<file path="config.mk">
export PLATFORM = sky130hd
export DESIGN_NAME = jk_drive_ctrl
export DESIGN_NICKNAME = d
export VERILOG_FILES = /design/src/rtl/jk_drive_ctrl.sv
export SDC_FILE = /design/constraint.sdc
export NUM_CORES = 1
export LEC_CHECK = 0
export BUFFER_PORTS_ARGS = -buffer_cell sky130_fd_sc_hd__buf_2
export CAP_MARGIN = 20
export CORE_MARGIN = 1.5
export CORE_UTILIZATION = 45
export DETAILED_ROUTE_END_ITERATION = 6
export HOLD_SLACK_MARGIN = 0.1
export PLACE_DENSITY = 0.7
export REMOVE_ABC_BUFFERS = 1
export SKIP_LAST_GASP = 1
export SYNTH_ARGS = -nofsm -noshare
export SYNTH_HDL_FRONTEND = slang
export SYNTH_SLANG_ARGS = --single-unit
</file>
<file path="constraint.sdc">
create_clock -name clk -period 1.43 [get_ports clk]
set_input_delay 0.0715 -clock clk [delete_from_list [all_inputs] [get_ports clk]]
set_output_delay 0.0715 -clock clk [all_outputs]
set_load 0.02 [all_outputs]
</file>
<file path="src/rtl/jk_drive_ctrl.sv">
`default_nettype none
// ============================================================================
//  Module      : jk_drive_ctrl
//  Description : Drives an external master-slave JK flip-flop toward a
//                requested next state, waits for it to settle, then verifies
//                the fed-back Q and counts failed checks.
//
//  Ports
//    clk        in   single clock, rising edge
//    rst        in   synchronous active-high reset
//    tgt_valid  in   a target next-state bit is offered
//    tgt_bit    in   desired Q after this step
//    tgt_ready  out  target accepted this cycle (IDLE only)
//    q_fb       in   Q fed back from the driven flip-flop
//    j, k       out  registered J/K drive
//    busy       out  high in every state except IDLE (and during reset)
//    done       out  one-cycle pulse when a step completes
//    mismatch   out  one-cycle pulse with done when the check failed
//    err_cnt    out  saturating count of failed checks
//
//  Parameters
//    SETTLE     settle cycles between drive pulse and check (1..15)
//    USE_TOGGLE 1: any change is driven as J=K=1; 0: set=10, reset=01
//    ERR_W      width of err_cnt
//
//  Revision    : 1.0  initial release
// ============================================================================
module jk_drive_ctrl #(
    parameter int SETTLE     = 2,
    parameter int USE_TOGGLE = 1,
    parameter int ERR_W      = 8
) (
    input  logic             clk,
    input  logic             rst,
    input  logic             tgt_valid,
    input  logic             tgt_bit,
    output logic             tgt_ready,
    input  logic             q_fb,
    output logic             j,
    output logic             k,
    output logic             busy,
    output logic             done,
    output logic             mismatch,
    output logic [ERR_W-1:0] err_cnt
);

    typedef enum logic [2:0] {
        ST_SYNC  = 3'd0,
        ST_IDLE  = 3'd1,
        ST_DRIVE = 3'd2,
        ST_WAIT  = 3'd3,
        ST_CHECK = 3'd4
    } state_t;

    localparam logic [3:0]       c_settle_cnt = 4'(SETTLE);
    localparam logic [ERR_W-1:0] c_err_max    = {ERR_W{1'b1}};
    localparam logic [ERR_W-1:0] c_err_one    = ERR_W'(1);

    state_t           state_q, state_d;
    logic             shadow_q, shadow_d;     // controller's belief of Q
    logic             exp_bit_q, exp_bit_d;   // Q expected at CHECK
    logic [3:0]       wait_cnt_q, wait_cnt_d;
    logic             j_q, j_d;
    logic             k_q, k_d;
    logic             done_q, done_d;
    logic             mismatch_q, mismatch_d;
    logic [ERR_W-1:0] err_cnt_q, err_cnt_d;

    always_comb begin
        state_d    = state_q;
        shadow_d   = shadow_q;
        exp_bit_d  = exp_bit_q;
        wait_cnt_d = wait_cnt_q;
        j_d        = 1'b0;
        k_d        = 1'b0;
        done_d     = 1'b0;
        mismatch_d = 1'b0;
        err_cnt_d  = err_cnt_q;

        case (state_q)
            ST_SYNC: begin
                shadow_d = q_fb;
                state_d  = ST_IDLE;
            end

            ST_IDLE: begin
                if (tgt_valid) begin
                    exp_bit_d = tgt_bit;
                    // Hold leaves J=K=0; only a change in Q gets a pulse.
                    if (tgt_bit != shadow_q) begin
                        if (USE_TOGGLE != 0) begin
                            j_d = 1'b1;
                            k_d = 1'b1;
                        end else begin
                            j_d = tgt_bit;
                            k_d = ~tgt_bit;
                        end
                    end
                    state_d = ST_DRIVE;
                end
            end

            ST_DRIVE: begin
                // J/K fall back to 00 here, so a toggle lasts one period.
                wait_cnt_d = c_settle_cnt;
                state_d    = ST_WAIT;
            end

            ST_WAIT: begin
                wait_cnt_d = (wait_cnt_q == 4'd0) ? 4'd0 : wait_cnt_q - 4'd1;
                if (wait_cnt_q <= 4'd1) begin
                    state_d = ST_CHECK;
                end
            end

            ST_CHECK: begin
                done_d = 1'b1;
                if (q_fb != exp_bit_q) begin
                    mismatch_d = 1'b1;
                    if (err_cnt_q != c_err_max) begin
                        err_cnt_d = err_cnt_q + c_err_one;
                    end
                end
                // Resync to the real Q so the next step's excitation is right
                // even after a failed check.
                shadow_d = q_fb;
                state_d  = ST_IDLE;
            end

            default: begin
                state_d = ST_SYNC;
            end
        endcase
    end

    always_ff @(posedge clk) begin
        if (rst) begin
            state_q    <= ST_SYNC;
            shadow_q   <= 1'b0;
            exp_bit_q  <= 1'b0;
            wait_cnt_q <= 4'd0;
            j_q        <= 1'b0;
            k_q        <= 1'b0;
            done_q     <= 1'b0;
            mismatch_q <= 1'b0;
            err_cnt_q  <= '0;
        end else begin
            state_q    <= state_d;
            shadow_q   <= shadow_d;
            exp_bit_q  <= exp_bit_d;
            wait_cnt_q <= wait_cnt_d;
            j_q        <= j_d;
            k_q        <= k_d;
            done_q     <= done_d;
            mismatch_q <= mismatch_d;
            err_cnt_q  <= err_cnt_d;
        end
    end

    assign tgt_ready = (state_q == ST_IDLE) && !rst;
    assign busy      = (state_q != ST_IDLE) || rst;
    assign j         = j_q;
    assign k         = k_q;
    assign done      = done_q;
    assign mismatch  = mismatch_q;
    assign err_cnt   = err_cnt_q;

endmodule
`default_nettype wire
</file>
# ---- Word-level counts from Yosys, hierarchy flattened
# Index checks and enable logic that the tools add are counted.
dict set report totals {
  reg_bits 20
  in_bits 5
}
dict set report op_classes {
  addsub 2
  n_lt_le_gt_ge 1
  eq_ne 10
  mux 8
  bitwise_logic 3
  n_reduce_logical 12
}
# operator count
set op_table {}
lappend op_table {{3-bit case mux with 4 select lines} 1}
lappend op_table {{8-bit by 1-bit adder with 8-bit output, second input constant} 1}
lappend op_table {{8-bit inequality test, second input constant} 1}
lappend op_table {{4-bit case mux with 2 select lines} 1}
lappend op_table {{3-bit by 2-bit == test with 1-bit output, second input constant} 2}
lappend op_table {{3-bit two-way mux} 2}
lappend op_table {{4-bit by 1-bit <= comparator with 1-bit output, second input constant} 1}
lappend op_table {{4-bit zero test} 1}
lappend op_table {{4-bit two-way mux} 1}
lappend op_table {{2-bit inequality test, second input constant} 2}
lappend op_table {{2-bit AND reduction} 2}
lappend op_table {{2-bit OR reduction} 2}
lappend op_table {{4-bit by 1-bit subtractor with 4-bit output, second input constant} 1}
lappend op_table {{3-bit by 1-bit == test with 1-bit output, second input constant} 1}
lappend op_table {{3-bit == test, second input constant} 1}
lappend op_table {{3-bit zero test} 1}
lappend op_table {{1-bit two-way mux} 3}
lappend op_table {{3-bit by 1-bit inequality test with 1-bit output, second input constant} 1}
lappend op_table {{1-bit inverter} 3}
lappend op_table {{3-bit AND reduction} 1}
lappend op_table {{3-bit OR reduction} 1}
lappend op_table {{1-bit inequality test} 2}
lappend op_table {{2-bit nonzero test} 1}
lappend op_table {{1-bit logical AND} 1}
lappend op_table {{2 further kinds} 2}

# ---- Longest topological paths before layout
dict set report depth {
  word_depth 3
  ltp_mapped 5
  mapped_depth_nobuf 5
}

# ---- Least setup slack after synthesis
# OpenSTA, ideal clock, no wires.
dict set report synth_path {
  kind {register to register}
  start {reg err_cnt_q[0], in the netlist err_cnt[0]}
  end {reg err_cnt_q[5], in the netlist err_cnt[5]}
  arrival_ps 1533
  t_required_ps 1359
  path_slack_ps -173
  stages_incl_launch_ff 6
  period_less_slack_ps 1603
  cell_sequence {dfxtp_1 > ha_1 > inv_1 > o311ai_4 > or4_1 > a21oi_1}
}
dict set report synth_between {
  elab_chain_len 2
  elab_cells_between_ends 3
  classes_between {1 x add/sub; 1 x eq/ne; 1 x reduce/logical}
}
# item line_no
set synth_rtl {}
lappend synth_rtl {{from (decl)} 67} ;# logic [ERR_W-1:0] err_cnt_q, err_cnt_d;
lappend synth_rtl {{from (signal assigned)} 156} ;# err_cnt_q <= err_cnt_d;
lappend synth_rtl {{parallel branches: the longest is 2 deep, another holds 8-bit by 1-bit adder with 8-bit output} --}
# Several ways; the timed one is not identified.
# A chain may end at the register's enable or synchronous reset.

# ---- Worst setup path after layout
dict set report layout_path {
  start {reg state_q[0]}
  end {reg err_cnt_q[7], in the netlist err_cnt[7]}
}
dict set report layout_between {
  elab_chain_len 2
}
# item line_no
set layout_rtl {}
lappend layout_rtl {{from (decl)} 59} ;# state_t state_q, state_d;
lappend layout_rtl {{from (signal assigned)} 148} ;# state_q <= state_d;
lappend layout_rtl {{3-bit == test} 80} ;# case (state_q)
lappend layout_rtl {{3-bit AND reduction (no source line)} --}
# No other way between the ends.

==> metrics.csv <==
stage,metric,value,unit
die,die-area,0.00234,mm²
sta,drv_slew,0,
cts,cts_tree,built,
power_and_ir_drop,p_leak,0.527,nW
sta,setup_slack,-0.0564,ns
worst_setup_path,cp.required,1.67,ns
worst_setup_path,crit_path_max_fanout,3,
cts,root_buffer,clkbuf_4,
power_and_ir_drop,ir_drop,0.521,mV
route,initialDrtViolationCount,15,
die,rows,16,
place,gp_congestion,0.810,
grt,grt-ovfl-total,0,
sta,whs,0.137,ns
grt,grt_max_degree,21,
worst_setup_path,endpoint_kind,flip-flop,
yosys,ys_types,29,
sta,relSlewSlack,74.0,%
job,cap_violations,0,
finish,syn_to_final_growth,36.5,%
die,die_x,48.4,µm
sta,final.setup.tns,-0.157,ns
route,drc,0,
route,drtPass1Iterations,4,
die,die_y,48.4,µm
grt,antenna_found_initial,0,
grt,grt_pass1_wl,3.61,mm
worst_setup_path,crit_arrival,1.72,ns
yosys,ys_seq_elements,20,
hold_path,hp-class,primary input to flip-flop,
finish,diodes,0,
cts,cts_buffer_depth,2,
yosys,ys_warn_count,0,
sta,setup_viol,3,
place,io_buffers,18,
grt,grt_use_total,19.2,%
cts,clk_latency,0.29,ns
worst_setup_path,crit_type,flip-flop to flip-flop,
hold_path,whs_endpoint,mismatch,
sta,worst_slew_pin_slew,0.390,ns
route,routed_via_density,5.12,
hold_path,hold_depth,4,
cts,clk_pin_slew,0.11,ns
yosys,seq_area_frac_synth,43.2,%
sta,grt_setup_unrepaired,yes,
finish,drive_gt1_share,38.5,%
worst_setup_path,rr_endpoint,err_cnt[7],
grt,grt_pass1_vias,858,
sta,min_period,1.49,ns
finish,final_cell_mix,"17 x buf_2, 17 x buf_4, 14 x nor2_1",
cts,numClockSinks,20,
die,core_area,0.00194,mm²
sta,fmax,0.673,GHz
worst_setup_path,startpoint_type,flip-flop,
route,routedWlPerCell,11.8,µm
cts,cts_made_buffers,3,
route,vias,871,
die,start_util,47.7,%
worst_setup_path,worst_r2r_path_depth,4,
finish,final_nets,151,
die,io_pins,19,
place,dp_slack,-0.0828,ns
yosys,syn_area,926,µm²
sta,fin_skew,0.00180,ns
sta,finalHoldViolCount,0,
yosys,syn_avg_cell_area,8.65,µm²
sta,min_period_over_period,104,%
route,routed_wl,2.01,mm
power_and_ir_drop,power.density,759,mW/mm²
outcome,violations,negative setup slack,
hold_path,hp-start,q_fb,
worst_setup_path,reg2reg_from,state_q[0],
outcome,status,"complete, but fails checks",
yosys,netlist_instances,107,
cts,htree_levels,1,
worst_setup_path,reg2reg_slack,-0.06,ns
route,ant_nets,0,
place,dp_hpwl,1.31,mm
layer usage:
| layer | part of all wire, % | wire length, µm | up-vias | global-route usage (%) |
|---|---|---|---|---|
| met5 | 0 | 0 | - | 0 |
| met4 | 1.7 | 34 | 0 | 9.52 |
| met3 | 3.3 | 66 | 4 | 2.78 |
| met2 | 47 | 942 | 23 | 31.7 |
| met1 | 48 | 962 | 397 | 24.7 |
| li1 | - | - | 447 | - |
layout make-up:
class	count	area [µm²]
tap	27	33.8
timing repair buffer	38	254
fill	172	678
sequential	20	412
clock buffer	3	22.5
inverter	2	7.51
multi-input combinational	80	534
cells in the mapped netlist:
cell / n / area (µm²)
or4_1: 1 / 7.51
o311ai_4: 1 / 26.3
nand3_1: 3 / 15.0
nand2_1: 10 / 37.5
or3_1: 3 / 18.8
dfxtp_1: 20 / 400
and3_1: 3 / 18.8
nor3b_4: 1 / 18.8
xor2_1: 3 / 26.3
or4b_1: 1 / 10.0
nor2_1: 14 / 52.6
inv_1: 2 / 7.51
nand3b_1: 1 / 7.51
and2b_1: 1 / 7.51
o311a_1: 1 / 10.0
mux2i_1: 3 / 30.0
o41ai_1: 1 / 8.76
xor2_2: 1 / 16.3
clkbuf_1: 3 / 11.3
o21ai_0: 6 / 30.0
nor2b_1: 1 / 6.26
ha_1: 1 / 12.5
nand2b_1: 4 / 25.0
o31ai_1: 2 / 15.0
buf_4: 1 / 7.51
nand4_1: 3 / 18.8
a21oi_1: 11 / 55.1
nor3_1: 4 / 20.0
buf_2: 1 / 5.00
logic make-up after synthesis:
kind of cell | synth area share (%)
adder cells (fa/ha/maj) | 1.35
buffers and inverters | 3.38
XOR/XNOR | 4.60
flip-flops | 43.2
AND/OR/NAND/NOR | 28.5
AO/OA/AOI/OAI | 15.7
multiplexers | 3.24
registers in the layout, summed over array words and instances, names as in the netlist:
| name | cells |
|---|---|
| err_cnt | 8 |
| wait_cnt_q | 4 |
| state_q | 3 |
| done | 1 |
| exp_bit_q | 1 |
| k | 1 |
| mismatch | 1 |
| shadow_q | 1 |
power by group:
group | switching [mW] | leakage (nW) | internal, mW
sequential | 0.0111 | 0.165 | 0.569
combinational | 0.0635 | 0.348 | 0.0489
clock | 0.168 | 0.0138 | 0.0980
worst max path at each step:
stage / cells past startpoint / startpoint / endpoint / slack [ns]
floorplan: 5 / err_cnt[0] / err_cnt[5] / -0.17
global placement: 4 / state_q[0] / err_cnt[7] / -0.03
detailed placement: 5 / state_q[0] / err_cnt[3] / -0.08
CTS: 4 / state_q[1] / err_cnt[7] / -0.05
global route: 4 / state_q[0] / err_cnt[7] / -0.16
finish: 4 / state_q[0] / err_cnt[7] / -0.06
what timing repair did:
| item | CTS | global route |
|---|---|---|
| setup endpoints to repair | 6 | 10 |
| hold endpoints to repair | 3 | 0 |
| pin swaps | 7 | 5 |
| setup buffers | 2 | 2 |
| hold buffers | 3 | 0 |
| gates resized for setup | 8 | 10 |
metrics by stage:
| stage | instances | power, mW | util [%] | instance area [µm²] |
|---|---|---|---|---|
| floorplan | 102 | 0.651 | - | 902 |
| global placement | 160 | 0.689 | 57.9 | 1120 |
| detailed placement | 160 | 0.691 | 57.9 | 1120 |
| CTS | 168 | 0.960 | 62.6 | 1210 |
| global route | 170 | 1.01 | 65.1 | 1260 |
| finish | 170 | 0.959 | 65.1 | 1260 |
worst max-delay path, cell delays in order (launching register included):
cell and delay (ns):
dfxtp_2 0.35, nor3b_4 0.24, o311ai_4 0.16, or4b_4 0.55, a21oi_2 0.14
(Power assumes the default switching activity.)
